`config.mk`:
```
export PLATFORM = sky130hd
export DESIGN_NAME = id_stage
export DESIGN_NICKNAME = d
export VERILOG_FILES = /design/src/rtl/id_stage.sv
export SDC_FILE = /design/constraint.sdc
export NUM_CORES = 2
export LEC_CHECK = 0
export CORE_AREA = 3 3 415 417
export DETAILED_ROUTE_END_ITERATION = 10
export DIE_AREA = 0 0 418 420
export PLACE_DENSITY = 0.54
export SKIP_CTS_REPAIR_TIMING = 1
export SLEW_MARGIN = 20
export SYNTH_ARGS = -nofsm -noshare
export SYNTH_HDL_FRONTEND = slang
export SYNTH_SLANG_ARGS = --single-unit
```
`constraint.sdc`:
```
create_clock -name clk -period 2.36 [get_ports clk]
set_input_delay 0.354 -clock clk [delete_from_list [all_inputs] [get_ports clk]]
set_output_delay 0.354 -clock clk [all_outputs]
set_load 0.02 [all_outputs]
```
`src/rtl/id_stage.sv`:
```
// Decode stage: IF/ID latch, RV32I decode, 32x32 register file, load-use hazard and ecall wait FSM.
// Define REGFILE_BYPASS_EN for a write-first register read instead of a write-back stall.
module id_stage #(
  parameter logic [31:0] NOP_INST      = 32'h0000_0013,
  parameter int unsigned ECALL_TIMEOUT = 0
) (
  input  logic        clk,
  input  logic        rst,
  input  logic [31:0] pc_in,
  input  logic [31:0] inst_in,
  input  logic        flush,
  input  logic        ex_mem_read,
  input  logic [4:0]  ex_rd,
  input  logic        wb_en,
  input  logic [4:0]  wb_rd,
  input  logic [31:0] wb_data,
  input  logic        io_done,
  output logic        stall,
  output logic        ecall,
  output logic        jmp,
  output logic [31:0] jmp_base,
  output logic [31:0] imm32,
  output logic [31:0] ex_pc,
  output logic [31:0] ex_rs1,
  output logic [31:0] ex_rs2,
  output logic [31:0] ex_imm,
  output logic [4:0]  ex_rd_o,
  output logic [11:0] ex_ctrl,
  output logic        illegal
);
  localparam logic [6:0] OpLui    = 7'b0110111;
  localparam logic [6:0] OpAuipc  = 7'b0010111;
  localparam logic [6:0] OpJal    = 7'b1101111;
  localparam logic [6:0] OpJalr   = 7'b1100111;
  localparam logic [6:0] OpBranch = 7'b1100011;
  localparam logic [6:0] OpLoad   = 7'b0000011;
  localparam logic [6:0] OpStore  = 7'b0100011;
  localparam logic [6:0] OpImm    = 7'b0010011;
  localparam logic [6:0] OpReg    = 7'b0110011;
  localparam logic [6:0] OpSystem = 7'b1110011;
  localparam logic [31:0] EcallInst = 32'h0000_0073;

  typedef enum logic [1:0] {StRun, StEcallWait, StResume} state_e;

  state_e      state_q, state_d;
  logic [31:0] cnt_q, cnt_d;
  logic [31:0] if_pc_q, if_pc_d, if_inst_q, if_inst_d;
  logic [31:0] rf_q [32];
  logic [31:0] rf_d [32];
  logic [31:0] ex_pc_q, ex_pc_d, ex_rs1_q, ex_rs1_d, ex_rs2_q, ex_rs2_d, ex_imm_q, ex_imm_d;
  logic [4:0]  ex_dst_q, ex_dst_d;
  logic [11:0] ex_ctrl_q, ex_ctrl_d;

  logic [6:0]  opcode;
  logic [4:0]  rs1, rs2, rd;
  logic [2:0]  funct3;
  logic [31:0] imm, rs1_data, rs2_data;
  logic        rs1_used, rs2_used, legal, is_jump_op;
  logic        reg_write, mem_read, mem_write, alu_src, branch, jump, use_f3, f7b5, is_lui, is_auipc;
  logic [11:0] ctrl;
  logic        wb_haz, haz, ecall_entry, jmp_int, illegal_int, stall_int;

  assign opcode = if_inst_q[6:0];
  assign rd     = if_inst_q[11:7];
  assign funct3 = if_inst_q[14:12];
  assign rs1    = if_inst_q[19:15];
  assign rs2    = if_inst_q[24:20];

  always_comb begin
    imm        = '0;
    rs1_used   = 1'b0;
    rs2_used   = 1'b0;
    legal      = 1'b1;
    is_jump_op = 1'b0;
    reg_write  = 1'b0;
    mem_read   = 1'b0;
    mem_write  = 1'b0;
    alu_src    = 1'b0;
    branch     = 1'b0;
    jump       = 1'b0;
    use_f3     = 1'b0;
    f7b5       = 1'b0;
    is_lui     = 1'b0;
    is_auipc   = 1'b0;
    case (opcode)
      OpLui, OpAuipc: begin
        imm       = {if_inst_q[31:12], 12'b0};
        reg_write = 1'b1;
        alu_src   = 1'b1;
        is_lui    = (opcode == OpLui);
        is_auipc  = (opcode == OpAuipc);
      end
      OpJal: begin
        imm = {{11{if_inst_q[31]}}, if_inst_q[31], if_inst_q[19:12], if_inst_q[20],
               if_inst_q[30:21], 1'b0};
        is_jump_op = 1'b1;
        reg_write  = 1'b1;
        jump       = 1'b1;
      end
      OpJalr, OpLoad, OpImm: begin
        imm       = {{20{if_inst_q[31]}}, if_inst_q[31:20]};
        rs1_used  = 1'b1;
        reg_write = 1'b1;
        alu_src   = 1'b1;
        use_f3    = 1'b1;
        mem_read  = (opcode == OpLoad);
        is_jump_op = (opcode == OpJalr);
        jump      = (opcode == OpJalr);
        // Only srai carries a funct7 bit; other OP-IMM encodings use inst[30] as immediate.
        f7b5      = (opcode == OpImm) && (funct3 == 3'b101) && if_inst_q[30];
      end
      OpSystem: imm = {{20{if_inst_q[31]}}, if_inst_q[31:20]};
      OpStore: begin
        imm       = {{20{if_inst_q[31]}}, if_inst_q[31:25], if_inst_q[11:7]};
        rs1_used  = 1'b1;
        rs2_used  = 1'b1;
        mem_write = 1'b1;
        alu_src   = 1'b1;
        use_f3    = 1'b1;
      end
      OpBranch: begin
        imm = {{19{if_inst_q[31]}}, if_inst_q[31], if_inst_q[7], if_inst_q[30:25],
               if_inst_q[11:8], 1'b0};
        rs1_used = 1'b1;
        rs2_used = 1'b1;
        branch   = 1'b1;
        use_f3   = 1'b1;
      end
      OpReg: begin
        rs1_used  = 1'b1;
        rs2_used  = 1'b1;
        reg_write = 1'b1;
        use_f3    = 1'b1;
        f7b5      = if_inst_q[30];
      end
      default: legal = 1'b0;
    endcase
  end

  assign ctrl = {reg_write, mem_read, mem_write, alu_src, branch, jump,
                 use_f3 ? funct3 : 3'b000, f7b5, is_lui, is_auipc};

`ifdef REGFILE_BYPASS_EN
  assign rs1_data = (rs1 == 5'd0) ? '0 : (wb_en && wb_rd == rs1) ? wb_data : rf_q[rs1];
  assign rs2_data = (rs2 == 5'd0) ? '0 : (wb_en && wb_rd == rs2) ? wb_data : rf_q[rs2];
  assign wb_haz   = 1'b0;
`else
  assign rs1_data = (rs1 == 5'd0) ? '0 : rf_q[rs1];
  assign rs2_data = (rs2 == 5'd0) ? '0 : rf_q[rs2];
  assign wb_haz   = wb_en && (wb_rd != 5'd0) &&
                    ((wb_rd == rs1 && rs1_used) || (wb_rd == rs2 && rs2_used));
`endif

  assign haz = (ex_mem_read && (ex_rd != 5'd0) &&
                ((ex_rd == rs1 && rs1_used) || (ex_rd == rs2 && rs2_used))) || wb_haz;
  assign ecall_entry = (state_q == StRun) && (if_inst_q == EcallInst) && !flush;
  assign jmp_int     = (state_q == StRun) && is_jump_op && !haz && !flush;
  assign illegal_int = (state_q == StRun) && !legal && !flush;
  assign stall_int   = (state_q == StEcallWait) || ecall_entry ||
                       ((state_q == StRun) && haz && !flush);

  always_comb begin
    state_d   = state_q;
    cnt_d     = cnt_q;
    if_pc_d   = if_pc_q;
    if_inst_d = if_inst_q;
    ex_pc_d   = '0;
    ex_rs1_d  = '0;
    ex_rs2_d  = '0;
    ex_imm_d  = '0;
    ex_dst_d  = '0;
    ex_ctrl_d = '0;
    rf_d      = rf_q;
    if (wb_en && wb_rd != 5'd0) rf_d[wb_rd] = wb_data;

    unique case (state_q)
      StRun: begin
        if (ecall_entry) begin
          state_d = StEcallWait;
          cnt_d   = '0;
        end
      end
      StEcallWait: begin
        if (io_done || (ECALL_TIMEOUT != 0 && cnt_q == 32'(ECALL_TIMEOUT - 1))) begin
          state_d = StResume;
          cnt_d   = '0;
        end else begin
          cnt_d = cnt_q + 32'd1;
        end
      end
      StResume: state_d = StRun;
      default:  state_d = StRun;
    endcase

    // ID/EX defaults to a bubble; only a clean advance of a legal instruction issues.
    if (flush || state_q == StResume) begin
      if_pc_d   = '0;
      if_inst_d = NOP_INST;
    end else if (state_q == StEcallWait || ecall_entry || haz) begin
      if_pc_d   = if_pc_q;
    end else begin
      if_pc_d   = jmp_int ? '0 : pc_in;
      if_inst_d = jmp_int ? NOP_INST : inst_in;
      if (legal) begin
        ex_pc_d   = if_pc_q;
        ex_rs1_d  = rs1_data;
        ex_rs2_d  = rs2_data;
        ex_imm_d  = imm;
        ex_dst_d  = reg_write ? rd : 5'd0;
        ex_ctrl_d = ctrl;
      end
    end
  end

  always_ff @(posedge clk) begin
    if (!rst) begin
      state_q   <= StRun;
      cnt_q     <= '0;
      if_pc_q   <= '0;
      if_inst_q <= NOP_INST;
      ex_pc_q   <= '0;
      ex_rs1_q  <= '0;
      ex_rs2_q  <= '0;
      ex_imm_q  <= '0;
      ex_dst_q  <= '0;
      ex_ctrl_q <= '0;
      for (int i = 0; i < 32; i++) rf_q[i] <= '0;
    end else begin
      state_q   <= state_d;
      cnt_q     <= cnt_d;
      if_pc_q   <= if_pc_d;
      if_inst_q <= if_inst_d;
      ex_pc_q   <= ex_pc_d;
      ex_rs1_q  <= ex_rs1_d;
      ex_rs2_q  <= ex_rs2_d;
      ex_imm_q  <= ex_imm_d;
      ex_dst_q  <= ex_dst_d;
      ex_ctrl_q <= ex_ctrl_d;
      rf_q      <= rf_d;
    end
  end

  assign stall    = rst & stall_int;
  assign ecall    = rst & (state_q == StEcallWait);
  assign jmp      = rst & jmp_int;
  assign illegal  = rst & illegal_int;
  assign imm32    = rst ? imm : '0;
  assign jmp_base = !rst ? '0 : (opcode == OpJalr) ? rs1_data : if_pc_q;
  assign ex_pc    = rst ? ex_pc_q : '0;
  assign ex_rs1   = rst ? ex_rs1_q : '0;
  assign ex_rs2   = rst ? ex_rs2_q : '0;
  assign ex_imm   = rst ? ex_imm_q : '0;
  assign ex_rd_o  = rst ? ex_dst_q : '0;
  assign ex_ctrl  = rst ? ex_ctrl_q : '0;
endmodule

```
==> summary.md <==
| Metric | Value |
|---|---|
| Status | `finished, violations left` |
| Failing checks | `negative setup slack` |
| Fin crit share | `155%` |
| Initial antenna violation count | `15` |
| Drt first pass iters | `8` |
| I/O Pins | `around 330` |
| Syn. warnings | `0` |
| Seq cells post-synth | `approximately 1200` |
| Routed wl met3 | `between 20000 and 30000 µm` |
| Hold Crit Class | `primary input to register` |
| Relative slew slack | `roughly a fifth` |
| Critical path class | `register to primary output` |
| Finished Core Util | `48.1%` |
| Number of synthesized flops with an enable pin | `0` |
| Die ar. | `176000 µm²` |
| R2R Setup Slk | `-0.47 ns` |
| Design Area, Final | `just over 80000 µm²` |
| VDD IR max | `around 0.8 mV` |
| IO Port Bufs | `324` |
| Cell mode on critical path | `buf_12` |
| Crit end category | `primary output` |
| Hold path depth | `4` |
| Post-Synthesis Cells | `between 6000 and 7000` |
| Bufs on Longest Clock Path | `3` |
| Max-Cap Viols | `0` |
| RSZ-0062 raised after global routing | `yes` |
| GRT Total Usage | `between 20 and 30%` |
| PwrDens | `598 nW/µm²` |
| Wire length on met2 | `121000 µm` |
| Max Clk Rate | `274 MHz` |
| Worst path cell trace | `buf_16 > buf_12 > buf_12 > mux4_2 > o22ai_2 > nor4_4 > a22o_1 > buf_6` |
| Critical Path Fanout Max | `14` |
| CP max-delay cell | `nor4_4` |
| Highest routed layer | `met5` |
| Worst path top cell family by delay | `simple AND/OR/NAND/NOR gates` |
| Arrival time at the worst endpoint | `roughly 3.3 ns` |
| Starting Density | `34.9%` |
| Minimum clock period after layout | `approximately 3.7 ns` |
| Clk sinks | `1235` |
| Setup Skew | `~0.040 ns` |
| Post-Syn Area | `59000 µm²` |
| Remaining DRCs | `0` |
| Dpl cell area | `about 73000 µm²` |
| Final hold violations | `0` |
| Critical path data required time | `between 2 and 2.5 ns` |
| Reg clk slew, reported paths | `~0.060 ns` |
| Largest stage delay, worst path | `0.69 ns` |
| Die width | `between 400 and 500 µm` |
| Layout cells sized above 1 | `a little under a third` |
| Die height | `~420 µm` |
| Reg2reg path depth | `15` |
| Core footprint | `between 150000 and 200000 µm²` |
| Nets@finish | `roughly 7500` |
| Most common flop cell mapped by yosys | `dfxtp_1` |
| Worst path depth | `8` |
| Leakage | `28.9 nW` |
| GRT Residual Overflow | `0` |
| CTS buffer count | `144` |
| Sequential-to-total area share from yosys stat | `41.9%` |
| Worst Max-Slew Pin Slew | `roughly 1.2 ns` |
| TritonCTS clock tree | `yes` |
| CTS H-tree lvls | `4` |
| Slew Viols, Final | `0` |
| Clk_lat worst skew | `a little under 0.8 ns` |
| Core Rows | `~150` |
| CP Launch Type | `register` |
| Mapped Nets | `roughly 6600` |
| Vias | `~56000` |
| First-pass GRT wire length | `around 370000 µm` |
| Routed WL per cell | `between 20 and 30 µm` |
| Number of buffers and inverters on the critical path | `4` |
| Final HPWL DP | `about 170000 µm` |
| Routed wire length | `approximately 270000 µm` |
| Cell variety after synth | `52` |
| Worst Setup Slack, final | `-1.29 ns` |
| Finish-stage setup viols | `approximately 280` |
| Vias in the first global route | `approximately 54000` |
| WL met1 | `between 100000 and 150000 µm` |
| Antenna viol nets, final | `0` |
| Initial DRC count | `roughly 6900` |
| Via/cell ratio | `around 5.8` |
| Area growth, synth to finish | `38.0%` |
| RD Place Congestion | `approximately 0.93` |
| Pin count of the biggest net entering global routing | `roughly 210` |
| Clk root buf | `clkbuf_16` |
| Post-synthesis area per instance | `between 9 and 10 µm²` |
| Ys async rst share | `0%` |
==> synth_stat cells, types with 12 or more instances <==
cell type | instances | share of area [%]
xnor2_1 | 12 | 0.18
nand2_1 | 2151 | 14
o22ai_1 | 128 | 1.4
mux2i_1 | 95 | 1.6
nor3_1 | 36 | 0.31
nor4_1 | 40 | 0.42
dfxtp_1 | 1235 | 42
buf_1 | 32 | 0.20
a22o_1 | 32 | 0.48
buf_2 | 71 | 0.60
nor2_1 | 146 | 0.93
clkbuf_1 | 538 | 3.4
and2_1 | 231 | 2.5
mux4_2 | 576 | 22
or4_1 | 33 | 0.42
a21oi_1 | 1018 | 8.6
==> report_power, final <==
group / leakage (nW) / switching (mW) / internal (mW) / total [mW]
clock: 2.29 / 9.45 / 13.0 / 22.4
sequential: 9.97 / 0.153 / 21.0 / 21.2
combinational: 16.6 / 3.01 / 2.02 / 5.04
total: 28.9 / 12.6 / 36.1 / 48.7
==> cell type report <==
class | instances | area, µm²
multi-input combinational | 4596 | 34000
clock inverter | 36 | 405
timing repair buffer | 1434 | 15100
antenna | 10 | 25.0
fill | 15480 | 87700
sequential | 1235 | 24800
clock buffer | 221 | 4280
inverter | 6 | 32.5
tap | 2218 | 2780
==> tightest hold or removal path: stages <==
cell	delay, ns
buf_6	0.10
inv_8	0.05
buf_12	0.20
nor2_1	0.14
==> registers in the layout, summed over array words and instances (netlist names) <==
register / count
state_q: 2
if_pc_q: 32
ex_ctrl_q: 12
ex_pc_q: 32
ex_rs2_q: 32
if_inst_q: 32
rf_q: 1024
ex_rs1_q: 32
ex_dst_q: 5
ex_imm_q: 32
==> through the flow <==
step                      hold slack (ns)  cells  worst slack, ns  total power, mW  setup TNS, ns
after floorplan                     0.443   6481          -0.0291             23.7         -0.694
after CTS                         -0.0338   9647            -2.10             48.2        -187.38
final                               0.117   9756            -1.29             48.7        -120.66
after global routing                0.126   9752            -1.30             49.8        -132.56
after detailed placement            0.458   9390            -1.24             26.1        -371.11
after global placement              0.449   9390            -1.62             26.1        -368.37
==> path summary, 6_finish.rpt <==
path,start,to
worst max-delay path,if_inst_q[15],jmp_base[12]
worst min-delay path,rst,state_q[0]
worst max register to register,if_inst_q[15],ex_ctrl_q[0]
worst min register to register,rf_q[974],rf_q[974]
==> layout by cell type (no fill, tap or decap), drive strengths merged, types with 13 or more instances in the layout <==
cell and count:
clkdlybuf4s50 252, nand2 2151, or4 33, and2 231
a22o 32, a21oi 1018, nor2 147, clkinv 22
inv 13, nor3 37, mux4 576, o22ai 128
nor4 42, mux2i 95, dfxtp 1235, clkbuf 244
buf 1150
==> metal layers <==
layer	up-vias	global-route usage [%]
li1	24489	-
met2	3380	46.0
met4	4	13.6
met3	736	6.79
met1	27576	37.4
met5	-	0
==> cell families after synthesis <==
kind of cell,after synthesis,share of synthesized area [%]
simple gates,2705,19.1
flops,1235,41.9
compound gates,1200,10.7
mux,671,23.6
buf+inv,650,4.32
xor+xnor,20,0.297
(Power assumes the default switching activity.)
